==> config.mk <==
export PLATFORM = sky130hd
export DESIGN_NAME = vga_timing_gen
export DESIGN_NICKNAME = d
export VERILOG_FILES = /design/src/rtl/vga_timing_gen.sv
export SDC_FILE = /design/constraint.sdc
export NUM_CORES = 1
export LEC_CHECK = 0
export BUFFER_PORTS_ARGS = -buffer_cell sky130_fd_sc_hd__buf_2
export CORE_MARGIN = 1.5
export CORE_UTILIZATION = 45
export CTS_BUF_LIST = sky130_fd_sc_hd__clkbuf_16
export DETAILED_ROUTE_END_ITERATION = 8
export GPL_ROUTABILITY_DRIVEN = 0
export GPL_TIMING_DRIVEN = 0
export SLEW_MARGIN = 20
export SYNTH_ARGS = -nofsm -noshare
export SYNTH_HDL_FRONTEND = slang
export SYNTH_SLANG_ARGS = --single-unit
export TNS_END_PERCENT = 5
==> constraint.sdc <==
create_clock -name clk_in -period 7.09 [get_ports clk_in]
set_clock_uncertainty 0.1 [all_clocks]
set_input_delay 0.709 -clock clk_in [delete_from_list [all_inputs] [get_ports clk_in]]
set_output_delay 0.709 -clock clk_in [all_outputs]
set_load 0.05 [all_outputs]
==> src/rtl/vga_timing_gen.sv <==
// VGA raster timing generator: pixel/line counters, sync pulses, active-video flag, line/frame strobes.
// Latency: every output is registered and changes one clk_in edge after the pix_en cycle that advances it.
// Backpressure: none; pix_en is a clock enable, and with pix_en low all counters and levels hold.
//
// Ports:
//   clk_in, reset_n (synchronous, active-low), pix_en (one-cycle pixel tick)
//   hsync, vsync      sync outputs, level SYNC_ACTIVE during the pulse
//   video_on          current pixel is inside the visible area
//   pixel_x, pixel_y  raw counters, not clipped in blanking; qualify with video_on
//   line_start        one-cycle strobe when pixel_x wraps to 0
//   frame_start       one-cycle strobe when (pixel_x, pixel_y) wraps to (0,0)
// All porch and sync widths must be non-zero so every phase is visited in order.
module vga_timing_gen #(
    parameter int H_ACTIVE    = 640,
    parameter int H_FP        = 16,
    parameter int H_SYNC      = 96,
    parameter int H_BP        = 48,
    parameter int V_ACTIVE    = 480,
    parameter int V_FP        = 10,
    parameter int V_SYNC      = 2,
    parameter int V_BP        = 33,
    parameter int SYNC_ACTIVE = 0,
    parameter int CW          = 10
) (
    input  logic          clk_in,
    input  logic          reset_n,
    input  logic          pix_en,
    output logic          hsync,
    output logic          vsync,
    output logic          video_on,
    output logic [CW-1:0] pixel_x,
    output logic [CW-1:0] pixel_y,
    output logic          line_start,
    output logic          frame_start
);

    localparam int H_TOTAL = H_ACTIVE + H_FP + H_SYNC + H_BP;
    localparam int V_TOTAL = V_ACTIVE + V_FP + V_SYNC + V_BP;

    localparam logic [CW-1:0] H_LAST       = CW'(H_TOTAL - 1);
    localparam logic [CW-1:0] H_FP_START   = CW'(H_ACTIVE);
    localparam logic [CW-1:0] H_SYNC_START = CW'(H_ACTIVE + H_FP);
    localparam logic [CW-1:0] H_BP_START   = CW'(H_ACTIVE + H_FP + H_SYNC);
    localparam logic [CW-1:0] V_LAST       = CW'(V_TOTAL - 1);
    localparam logic [CW-1:0] V_FP_START   = CW'(V_ACTIVE);
    localparam logic [CW-1:0] V_SYNC_START = CW'(V_ACTIVE + V_FP);
    localparam logic [CW-1:0] V_BP_START   = CW'(V_ACTIVE + V_FP + V_SYNC);

    localparam logic SYNC_LVL = (SYNC_ACTIVE != 0);

    // Phase encoding shared by the horizontal and vertical FSMs.
    localparam logic [1:0] PH_ACTIVE = 2'd0;
    localparam logic [1:0] PH_FP     = 2'd1;
    localparam logic [1:0] PH_SYNC   = 2'd2;
    localparam logic [1:0] PH_BP     = 2'd3;

    // Phases advance in a fixed ring; each transition fires when the new count
    // lands on the first value of the next phase. For the vertical FSM the count
    // only moves on line wrap, so an unchanged count never matches the next boundary.
    function automatic logic [1:0] next_phase(
        input logic [1:0]    cur,
        input logic [CW-1:0] cnt,
        input logic [CW-1:0] fp_start,
        input logic [CW-1:0] sync_start,
        input logic [CW-1:0] bp_start
    );
        logic [1:0] nxt;
        nxt = cur;
        case (cur)
            PH_ACTIVE: if (cnt == fp_start)   nxt = PH_FP;
            PH_FP:     if (cnt == sync_start) nxt = PH_SYNC;
            PH_SYNC:   if (cnt == bp_start)   nxt = PH_BP;
            PH_BP:     if (cnt == '0)         nxt = PH_ACTIVE;
            default:                          nxt = PH_ACTIVE;
        endcase
        return nxt;
    endfunction

    logic [CW-1:0] h_cnt_q, h_cnt_d;
    logic [CW-1:0] v_cnt_q, v_cnt_d;
    logic [1:0]    h_phase_q, h_phase_d;
    logic [1:0]    v_phase_q, v_phase_d;
    logic          hsync_q, vsync_q, video_on_q;
    logic          line_start_q, frame_start_q;
    logic          h_wrap, v_wrap;

    always_comb begin
        h_wrap    = (h_cnt_q == H_LAST);
        v_wrap    = (v_cnt_q == V_LAST);
        h_cnt_d   = h_wrap ? '0 : h_cnt_q + 1'b1;
        v_cnt_d   = v_cnt_q;
        if (h_wrap) begin
            v_cnt_d = v_wrap ? '0 : v_cnt_q + 1'b1;
        end
        h_phase_d = next_phase(h_phase_q, h_cnt_d, H_FP_START, H_SYNC_START, H_BP_START);
        v_phase_d = next_phase(v_phase_q, v_cnt_d, V_FP_START, V_SYNC_START, V_BP_START);
    end

    always_ff @(posedge clk_in) begin
        if (!reset_n) begin
            // Park on the last blanking pixel so the first tick starts a whole frame.
            h_cnt_q       <= H_LAST;
            v_cnt_q       <= V_LAST;
            h_phase_q     <= PH_BP;
            v_phase_q     <= PH_BP;
            hsync_q       <= ~SYNC_LVL;
            vsync_q       <= ~SYNC_LVL;
            video_on_q    <= 1'b0;
            line_start_q  <= 1'b0;
            frame_start_q <= 1'b0;
        end else begin
            // Strobes are rewritten every cycle so they stay one clk_in wide.
            line_start_q  <= pix_en & h_wrap;
            frame_start_q <= pix_en & h_wrap & v_wrap;
            if (pix_en) begin
                h_cnt_q    <= h_cnt_d;
                v_cnt_q    <= v_cnt_d;
                h_phase_q  <= h_phase_d;
                v_phase_q  <= v_phase_d;
                hsync_q    <= (h_phase_d == PH_SYNC) ? SYNC_LVL : ~SYNC_LVL;
                vsync_q    <= (v_phase_d == PH_SYNC) ? SYNC_LVL : ~SYNC_LVL;
                video_on_q <= (h_phase_d == PH_ACTIVE) && (v_phase_d == PH_ACTIVE);
            end
        end
    end

    assign hsync       = hsync_q;
    assign vsync       = vsync_q;
    assign video_on    = video_on_q;
    assign pixel_x     = h_cnt_q;
    assign pixel_y     = v_cnt_q;
    assign line_start  = line_start_q;
    assign frame_start = frame_start_q;

endmodule
# ---- Word level (Yosys, flattened, before mapping)
# Index checks and enable logic that the tools add are counted.
dict set report word_totals {
  register_bits 29
  input_bits 3
  out_inout_bits 25
  wordCells 51
}
dict set report classes {
  n_addsub 2
  eq_ne 16
  n_mux 15
  bitwise 2
  n_reduce_logical 7
}
# op count
set ops {}
lappend ops {{$eq A10 B10 Y1 const B} 5}
lappend ops {{$eq A10 B9 Y1 const B} 3}
lappend ops {{$mux W10} 3}
lappend ops {{$add A10 B1 Y10 const B} 2}
lappend ops {{$logic_not A10 Y1} 2}
lappend ops {{$mux W2} 8}
lappend ops {{$pmux W2 S4} 2}
lappend ops {{$eq A2 B2 Y1 const B} 6}
lappend ops {{$logic_not A2 Y1} 4}
lappend ops {{$eq A2 B1 Y1 const B} 2}
lappend ops {{$and A1 B1 Y1} 2}
lappend ops {{$mux W1} 2}
lappend ops {{$logic_and A1 B1 Y1} 1}

# ---- Logic depth before layout (Yosys ltp)
dict set report logic_depth {
  word_depth 8
  ltp_mapped 11
  mapped_depth_nobuf 10
}

# ---- Worst setup path after synthesis
# Ideal clock, no wire load.
dict set report synth_timing {
  path_kind {flip-flop to flip-flop}
  from {reg h_cnt_q[0] (netlist: pixel_x[0])}
  to {reg video_on_q (netlist: video_on)}
  setup_ps 117
  arrival_time_ps 3114
  setup_slack_ps 3758
  stages_incl_launch_ff 11
  path_cell_list {dfxtp_1 > ha_1 > buf_2 > nand4_1 > nor4_1 > mux2_1 > a211oi_1 > nand2_1 > a311o_1 > and3_1 > a32o_1}
}
dict set report synth_between {
  elab_chain_len 7
}
# element line
set synth_rtl {}
lappend synth_rtl {{from (decl)} 79} ;# logic [CW-1:0] h_cnt_q, h_cnt_d;
lappend synth_rtl {{from (signal assigned)} 116} ;# h_cnt_q <= h_cnt_d;
lappend synth_rtl {{$add A10 B1 Y10 / $eq A10 B10 Y1 (equally long branches)} {90, 88}}
lappend synth_rtl {{$mux W10, on equally long branches} {90, 92}}
lappend synth_rtl {{$eq A10 B10 Y1 (tied with other cells)} 72} ;# PH_SYNC: if (cnt == bp_start) nxt = PH_BP;
lappend synth_rtl {{$mux W2, on equally long branches} n/a}
lappend synth_rtl {{$pmux W2 S4} 69} ;# case (cur)
lappend synth_rtl {{$logic_not A2 Y1} 122} ;# video_on_q <= (h_phase_d == PH_ACTIVE) && (v_phase_d == PH_ACTIVE);
lappend synth_rtl {{$logic_and A1 B1 Y1 *} 122}
lappend synth_rtl {{to (signal assigned)} 122}
lappend synth_rtl {{to (decl)} 83} ;# logic hsync_q, vsync_q, video_on_q;
# Every way passes the cells marked *; elsewhere a longest branch is shown, timed or not.
# A chain may end at the register's enable or synchronous reset.

# ---- Final worst setup path
# Ends and elaborated chain as after synthesis.

==> results.toml <==
[outcome]
status = "finished, final reports clean"

[critical_path]
endpoint_kind = "flop"
r2r_setup_slack_ns = 3.57
critPathRequiredTime_ns = 7.16
crit_arrival_ns = 3.58
timing.rr.end = "video_on$_SDFFE_PN0P_"
reg2reg_depth = 10
rr_startpoint = "pixel_x[0]$_SDFFE_PN1P_"
critPathLaunchType = "flop"
cp_max_fo = 10
worstSetupPathType = "flop to flop"

[clock_tree]
cts_tree = "yes"
cts.clk_slew.worst_paths_ns = 0.05
holdBufCountCts = 0
htreeDepth = 2
numCtsBuffers = 5
clockBufferDepth = 2
cts_setup_buffers = 0
clkLatencyLatePin_ns = 0.27
cts_resized = 0
clock_sink_count = 29
cts-root-buf = "clkbuf_16"

[synthesis]
seq_area_frac_synth = 0.283
yosysUniqueCellTypes = 63
yosysWarnings = 0
yosys_most_used_dff = "dfxtp_1"
async_reset_ff_frac = 0
synth_area_per_cell_um2 = 7.77
synth-edff-count = 0
syn_nets = 270
synthesis.area_mm2 = 0.00205
ys_ff_latch = 29
syn_inst = 264

[layout]
fin_util = 0.545
regArea_um2 = 581
final_cells = 351
layout.nets = 304
syn2layout_area_growth_pct = 16.5
final_common_cell = "buf_2"
final_cell_mix = "32 x buf_2, 29 x dfxtp_1, 27 x nand2_1"
layout-drive-gt1-share = 0.174
fillCellCount = 451
diodes = 0
multiInputGateArea_mm2 = 0.00134

[detailed_routing]
drt_iter0_markers = 139
drt-total-wl_mm = 5.58
viasPerCell = 5.89
drcViolationCount = 0
final_antenna_net_count = 0
dr.pass1.iters = 5
dr_total_vias = 2067
routedWlPerCell_um = 15.9

[power_and_ir_drop]
finalPower_mw = 0.617
ir_drop_v = 0.000112
power_density_mw_per_mm2 = 258
leakage_nw = 0.942

[placed_design]
hpwl_mm = 4.04
port_buffers = 27
dpl_worst_slack_ns = 3.62
place_inst = 343

[hold_path]
hold_path.class = "flop to flop"
whs_path_depth = 1
hp-start = "vsync$_SDFFE_PN1P_"
min_to = "vsync$_SDFFE_PN1P_"

[grt]
grt_pass1_wl_mm = 9.42
antenna_found_initial = 0
track_usage = 0.238
globalRoute.totalOverflow = 0
grt_pass1_vias = 1969
grt_start_max_net_pins = 11

[floorplanning]
die-width_um = 70.5
die_area_mm2 = 0.00497
top_level_ports = 28
die_height_um = 70.5
fp.coreArea_mm2 = 0.00438
rows = 24
start_util = 0.468

[sta]
fmax_ghz = 0.284
worst_pin_slew_ns = 0.628
setup_viol = 0
period_share = 0.496
setup_ws_ns = 3.57
rsz0062_at_grt = "false"
hold_viol_final = 0
tns_ns = 0
layout_min_cycle_time_ns = 3.52
slew_headroom = 0.578
finalMaxSlewViolations = 0

[flow_run]
drv_cap = 0
==> layout make-up <==
cell class | count | share of cell area
Inverter | 9 | 0.0141
Clock inverter | 3 | 0.00524
Multi-Input combinational cell | 207 | 0.563
Buffer | 19 | 0.0388
Tap cell | 52 | 0.0272
Sequential cell | 29 | 0.243
Timing Repair Buffer | 27 | 0.0566
Clock buffer | 5 | 0.0524
==> cells in the mapped netlist, types with 3 or more instances <==
library cell / n / share of area
dfxtp_1: 29 / 0.28
o31ai_1: 3 / 0.011
nand2_1: 27 / 0.049
o21ai_1: 3 / 0.0073
a211oi_1: 3 / 0.011
or3_1: 3 / 0.0092
o311ai_0: 3 / 0.013
ha_1: 3 / 0.018
inv_1: 9 / 0.016
buf_2: 5 / 0.012
nor3_1: 10 / 0.024
a21o_1: 6 / 0.022
o21ai_0: 10 / 0.024
nor2b_1: 6 / 0.018
nor2_1: 15 / 0.027
nor4_1: 4 / 0.012
clkbuf_1: 11 / 0.020
nand4_1: 13 / 0.040
nand3_1: 13 / 0.032
xnor2_1: 9 / 0.038
o2111ai_1: 3 / 0.013
and2_1: 6 / 0.018
a21boi_0: 4 / 0.015
a21oi_1: 13 / 0.032
and3_1: 6 / 0.018
==> how the worst max path moves through the flow <==
| stage | start | to | slack (ns) | cells past startpoint |
|---|---|---|---|---|
| finish | pixel_x[0]$_SDFFE_PN1P_ | video_on$_SDFFE_PN0P_ | 3.57 | 10 |
| global route | pixel_x[0]$_SDFFE_PN1P_ | video_on$_SDFFE_PN0P_ | 3.28 | 10 |
| CTS | pixel_x[0]$_SDFFE_PN1P_ | video_on$_SDFFE_PN0P_ | 3.60 | 10 |
| detailed placement | pixel_x[0]$_SDFFE_PN1P_ | video_on$_SDFFE_PN0P_ | 3.62 | 10 |
| global placement | pixel_x[0]$_SDFFE_PN1P_ | video_on$_SDFFE_PN0P_ | 3.58 | 10 |
| floorplan | pixel_x[0]$_SDFFE_PN1P_ | video_on$_SDFFE_PN0P_ | 3.76 | 10 |
==> stage by stage <==
step                      hold slack [ns]  instance area [µm²]
after detailed placement            0.351                 2250
after global routing                0.376                 2390
after CTS                           0.362                 2390
final                               0.360                 2390
after floorplan                     0.365                 2050
after global placement              0.349                 2250
==> where the power goes <==
part	internal (mW)	switching [mW]	leakage (nW)
Sequential	0.176	0.0132	0.237
Clock	0.127	0.0723	0.0687
Combinational	0.0723	0.157	0.636
Total	0.374	0.242	0.942
==> layer usage <==
metal | track usage | vias up | routed length (µm)
li1 | - | 1051 | -
met3 | 0.0476 | 9 | 218
met4 | 0.0705 | 0 | 77
met1 | 0.303 | 954 | 2690
met2 | 0.408 | 53 | 2590
met5 | 0 | - | 0
==> kinds of logic after synthesis <==
group | synth area share
and+or+nand+nor | 0.325
AOI/OAI and AO/OA | 0.248
DFF | 0.283
buffers and inverters | 0.0616
xor gates and xnor gates | 0.0427
muxes | 0.0207
adders and majority gates | 0.0183
==> registers in the layout (all words and copies together) (netlist names) <==
signal / flops
pixel_y: 10
video_on: 1
line_start: 1
h_phase_q: 2
vsync: 1
pixel_x: 10
v_phase_q: 2
frame_start: 1
hsync: 1
==> critical path, cell delays in order (launching register included) <==
cell and delay (ns):
dfxtp_1 0.43, ha_1 0.17, buf_2 0.17, nand4_1 0.36, nor3_2 0.39, buf_2 0.29, buf_1 0.49, nand4_1 0.16
a311o_1 0.39, and3_1 0.20, a32o_1 0.24
(Power assumes the default switching activity.)
